===== src/rtl/if_fetch_unit.sv =====
// Instruction-fetch stage: owns the PC, keeps at most one imem request in flight,
// and hands each fetched instruction and its PC to IF/ID over a valid/ready handshake.
module if_fetch_unit #(
  parameter int              SIZE     = 64,
  parameter int              INST     = 32,
  parameter logic [SIZE-1:0] RESET_PC = '0
) (
  input  logic            clk,
  input  logic            rst,
  input  logic            redirect_valid,
  input  logic [SIZE-1:0] redirect_pc,
  output logic            imem_req_valid,
  output logic [SIZE-1:0] imem_req_addr,
  input  logic            imem_req_ready,
  input  logic            imem_rsp_valid,
  input  logic [INST-1:0] imem_rsp_data,
  output logic            out_valid,
  output logic [SIZE-1:0] out_pc,
  output logic [INST-1:0] out_instr,
  input  logic            out_ready
);

  typedef enum logic [1:0] {S_IDLE, S_FETCH, S_WAIT, S_HOLD} state_t;

  state_t          state_q, state_d;
  logic [SIZE-1:0] pc_q, pc_d;
  logic            drop_q, drop_d;
  logic            out_valid_q, out_valid_d;
  logic [SIZE-1:0] out_pc_q, out_pc_d;
  logic [INST-1:0] out_instr_q, out_instr_d;
  logic [SIZE-1:0] redir_pc;
  logic            redir_lo_unused;

  // Targets are word aligned; the low two bits are discarded.
  assign redir_pc        = {redirect_pc[SIZE-1:2], 2'b00};
  assign redir_lo_unused = ^redirect_pc[1:0];

  assign imem_req_valid = (state_q == S_FETCH);
  assign imem_req_addr  = pc_q;
  assign out_valid      = out_valid_q;
  assign out_pc         = out_pc_q;
  assign out_instr      = out_instr_q;

  always_comb begin
    state_d     = state_q;
    pc_d        = pc_q;
    drop_d      = drop_q;
    out_valid_d = out_valid_q;
    out_pc_d    = out_pc_q;
    out_instr_d = out_instr_q;
    if (redirect_valid) pc_d = redir_pc;
    case (state_q)
      S_IDLE: state_d = S_FETCH;
      S_FETCH: begin
        if (imem_req_ready) begin
          state_d = S_WAIT;
          // The old address was already accepted; its response must be thrown away.
          if (redirect_valid) drop_d = 1'b1;
        end
      end
      S_WAIT: begin
        if (imem_rsp_valid) begin
          if (drop_q || redirect_valid) begin
            drop_d  = 1'b0;
            state_d = S_FETCH;
          end else begin
            out_valid_d = 1'b1;
            out_pc_d    = pc_q;
            out_instr_d = imem_rsp_data;
            pc_d        = pc_q + SIZE'(4);
            state_d     = S_HOLD;
          end
        end else if (redirect_valid) begin
          drop_d = 1'b1;
        end
      end
      S_HOLD: begin
        if (redirect_valid || out_ready) begin
          out_valid_d = 1'b0;
          state_d     = S_FETCH;
        end
      end
      default: state_d = S_IDLE;
    endcase
  end

  always_ff @(posedge clk or posedge rst) begin
    if (rst) begin
      state_q     <= S_IDLE;
      pc_q        <= RESET_PC;
      drop_q      <= 1'b0;
      out_valid_q <= 1'b0;
      out_pc_q    <= '0;
      out_instr_q <= '0;
    end else begin
      state_q     <= state_d;
      pc_q        <= pc_d;
      drop_q      <= drop_d;
      out_valid_q <= out_valid_d;
      out_pc_q    <= out_pc_d;
      out_instr_q <= out_instr_d;
    end
  end

endmodule

===== config.mk =====
export PLATFORM = sky130hd
export DESIGN_NAME = if_fetch_unit
export DESIGN_NICKNAME = d
export VERILOG_FILES = /design/src/rtl/if_fetch_unit.sv
export SDC_FILE = /design/constraint.sdc
export NUM_CORES = 1
export LEC_CHECK = 0
export CAP_MARGIN = 20
export CELL_PAD_IN_SITES_DETAIL_PLACEMENT = 0
export CELL_PAD_IN_SITES_GLOBAL_PLACEMENT = 1
export CORE_ASPECT_RATIO = 1.4
export CORE_UTILIZATION = 35
export CTS_CLUSTER_DIAMETER = 120
export DETAILED_ROUTE_END_ITERATION = 10
export DONT_BUFFER_PORTS = 1
export PLACE_DENSITY = 0.68
export SLEW_MARGIN = 40
export SYNTH_ARGS = -nofsm -noshare
export SYNTH_HDL_FRONTEND = slang
export SYNTH_SLANG_ARGS = --single-unit

===== constraint.sdc =====
create_clock -name clk -period 4.9 [get_ports clk]
set_input_delay 0.735 -clock clk [delete_from_list [all_inputs] [get_ports clk]]
set_output_delay 0.735 -clock clk [all_outputs]
set_load 0.02 [all_outputs]

==> flow_summary.ini <==
[timing]
whs_ns = 0.0436
worst_pin_slew_ns = 0.681
rsz0062_at_grt = no
finalSetupViolations = 0
finalCritPeriodShare_pct = 64.2
tns_ns = 0
final.setup_skew_ns = 0.00885
hold_viol = 0
max_freq_mhz = 318
report.final.slew_viol_count = 0
max_slew_margin_pct = 54.6
period_minus_slack_ns = 3.15

[placement]
dpl_cell_area_sq_um = 7850
dpl.hpwl_um = 16200
gp_congestion = 0.778
portBuffers = 0

[detailed_routing]
drt-total-wl_um = 23800
wl_per_cell_um = 21.5
vias = 6139
vias_per_cell = 5.55
firstDrtPassIters = 4
drc = 0
drtIter0Drc = 340
antenna_left = 0

[setup_path]
start_kind = flip-flop
crit_buf_inv = 0
max_stage_delay_ns = 0.65
cp.arrival_ns = 3.48
endpoint_kind = flip-flop
cp_top_family = simple AND/OR/NAND/NOR gates
critPathKind = flip-flop to flip-flop
cp.depth = 6
cp_slowest_cell = or4_4
rr_worst_depth = 6
path_cells = nand2_1, or4_4, or3_1, nor4_4, a31oi_1, a221oi_1
r2r_slack_ns = 1.75
worstPathMaxFanout = 8
worst_ep_required_time_ns = 5.23

[global_routing]
grt_pass1_vias = 6180
grt_overflow = 0
antenna_found_initial = 0
track_usage_pct = 21.9
grt_pass1_wl_um = 36900
grt_max_degree = 94

[power_and_ir_drop]
pwr-share-clk_pct = 32.2
switching_power_mw = 1.59
sw_frac_of_total_pct = 36.6
p_seq_share_pct = 56.1
combPwrFrac_pct = 11.8
power_density_nw_per_um2 = 512
vdd_drop_max_mv = 0.219
cellInternalPower_mw = 2.74
leakagePower_nw = 3.98

[finish]
final_net_count = 941
area_delta_synth_final_pct = 12.3
final_layout_size_suffix_gt1_share_pct = 7.08
fin_area_sq_um = 8450
antenna_cells = 0

[synth]
netlist.area_leader.share_pct = 54.5
synth_nets = 958
yosysTopAreaCell = dfrtp_1
synthFlopType = dfrtp_1
yosysWarnings = 0
synth_area_leaders = dfrtp_1 (55%), nand2_1 (16%), nor2_1 (2.5%)
avgSynthCellArea_sq_um = 8.84
yosysSeqAreaShare_pct = 54.5
synth_edf_count = 0
synth_commonest_cells = nand2_1 (316), dfrtp_1 (164), nor2_1 (51), clkbuf_1 (44), a21oi_1 (23)
synthesis.instances = 851
yosys.cell_types.count = 54
netlist_area_sq_um = 7520
async_flop_share_pct = 100
synth-seq-cells = 164
synth_most_common_cell = nand2_1

[floorplan]
pin_count = 264
coreArea_sq_um = 21100
dieArea_sq_um = 22100
die_h_um = 175
row_count = 63
die_w_um = 126
start_util_pct = 35.6

[status]
outcome = finished clean

[clock_network]
post_cts_buffers = 0
clk_path_buf_depth = 2
numCtsBuffers = 17
numClockSinks = 164
post_cts_resized = 0
worstSkewPairLatency_ns = 0.44
cts_tree = yes
holdBufCountCts = 0
clk_pin_slew_ns = 0.07
h-tree-depth = 4
cts-root-buf = clkbuf_16

[job]
cap_violations = 0

[worst_hold_path]
min_path_type = primary input to async pin
-- routing by layer --
layer | GRT usage [%] | vias up | share of wire, %
li1 | - | 2870 | -
met1 | 25.3 | 3015 | 41
met2 | 37.7 | 222 | 50
met3 | 6.82 | 32 | 6.7
met4 | 8.68 | 0 | 2.3
met5 | 0 | - | 0
-- sequential cells by signal, indices dropped and copies added (netlist names) --
name / flops
imem_req_addr: 64
out_pc: 64
out_instr: 32
state_q: 2
drop_q: 1
out_valid: 1
-- through the flow --
stage | std cells | power [mW] | setup WS, ns | utilization, %
after floorplan | 851 | 2.76 | 2.08 | -
after global placement | 1073 | 2.94 | 1.77 | 36.8
after detailed placement | 1075 | 2.97 | 1.76 | 37.1
after CTS | 1107 | 4.38 | 1.75 | 40.0
after global routing | 1107 | 4.55 | 1.56 | 40.0
final | 1107 | 4.33 | 1.75 | 40.0
-- kinds of logic after synthesis --
logic type      Yosys count  synth area share, %
compound gates          118                 11.3
buf+inv                  66                 3.31
flops                   164                 54.5
simple gates            485                 28.3
fa+ha+maj                 5                0.831
mux                      11                 1.50
xor+xnor                  2                0.233
-- layout make-up --
| type | instances | area [sq um] |
|---|---|---|
| fill | 2163 | 12700 |
| sequential | 164 | 4100 |
| multi-input combinational | 621 | 3220 |
| clock buffer | 24 | 482 |
| tap | 260 | 325 |
| clock inverter | 8 | 124 |
| timing repair buffer | 11 | 124 |
| inverter | 19 | 75.1 |
-- power groups by stage --
stage	combinational [mW]	sequential (mW)	clock, mW
after floorplan	0.426	2.33	0
after global placement	0.491	2.45	0
after CTS	0.520	2.43	1.43
after global routing	0.601	2.47	1.48
final	0.509	2.43	1.39
after detailed placement	0.518	2.45	0
-- final timing paths --
kind                                         from           endpoint
worst max-delay path            imem_req_addr[25]  imem_req_addr[54]
worst min-delay path                          rst       out_instr[7]
worst max register to register  imem_req_addr[25]  imem_req_addr[54]
worst min register to register         state_q[1]         state_q[1]
max in group asynchronous                     rst  imem_req_addr[23]
min in group clk                imem_rsp_data[31]      out_instr[31]
-- placed cells by master, fill, tap and decap left out, types with 6 or more instances in the layout --
cell       count
nand2_1      316
dfrtp_1      164
nor2_1        50
a21oi_1       23
a211oi_1      20
nor3_1        19
and3_1        18
inv_1         17
nand3_1       17
clkbuf_16     17
o21ai_0       12
a311oi_1      12
a221oi_1      12
a31oi_1       12
nand4_1       11
mux2i_1        9
nor2b_1        8
nor4_1         8
and2_1         7
buf_4          7
or3_1          6
-- worst register-to-register path, cell delays in order (launching register included) --
cell and delay, ns:
dfrtp_1 0.60, nand2_1 0.30, or4_4 0.65, or3_1 0.53
nor4_4 0.57, a31oi_1 0.15, a221oi_1 0.24
No activity file was read; power rests on OpenSTA's default activity.
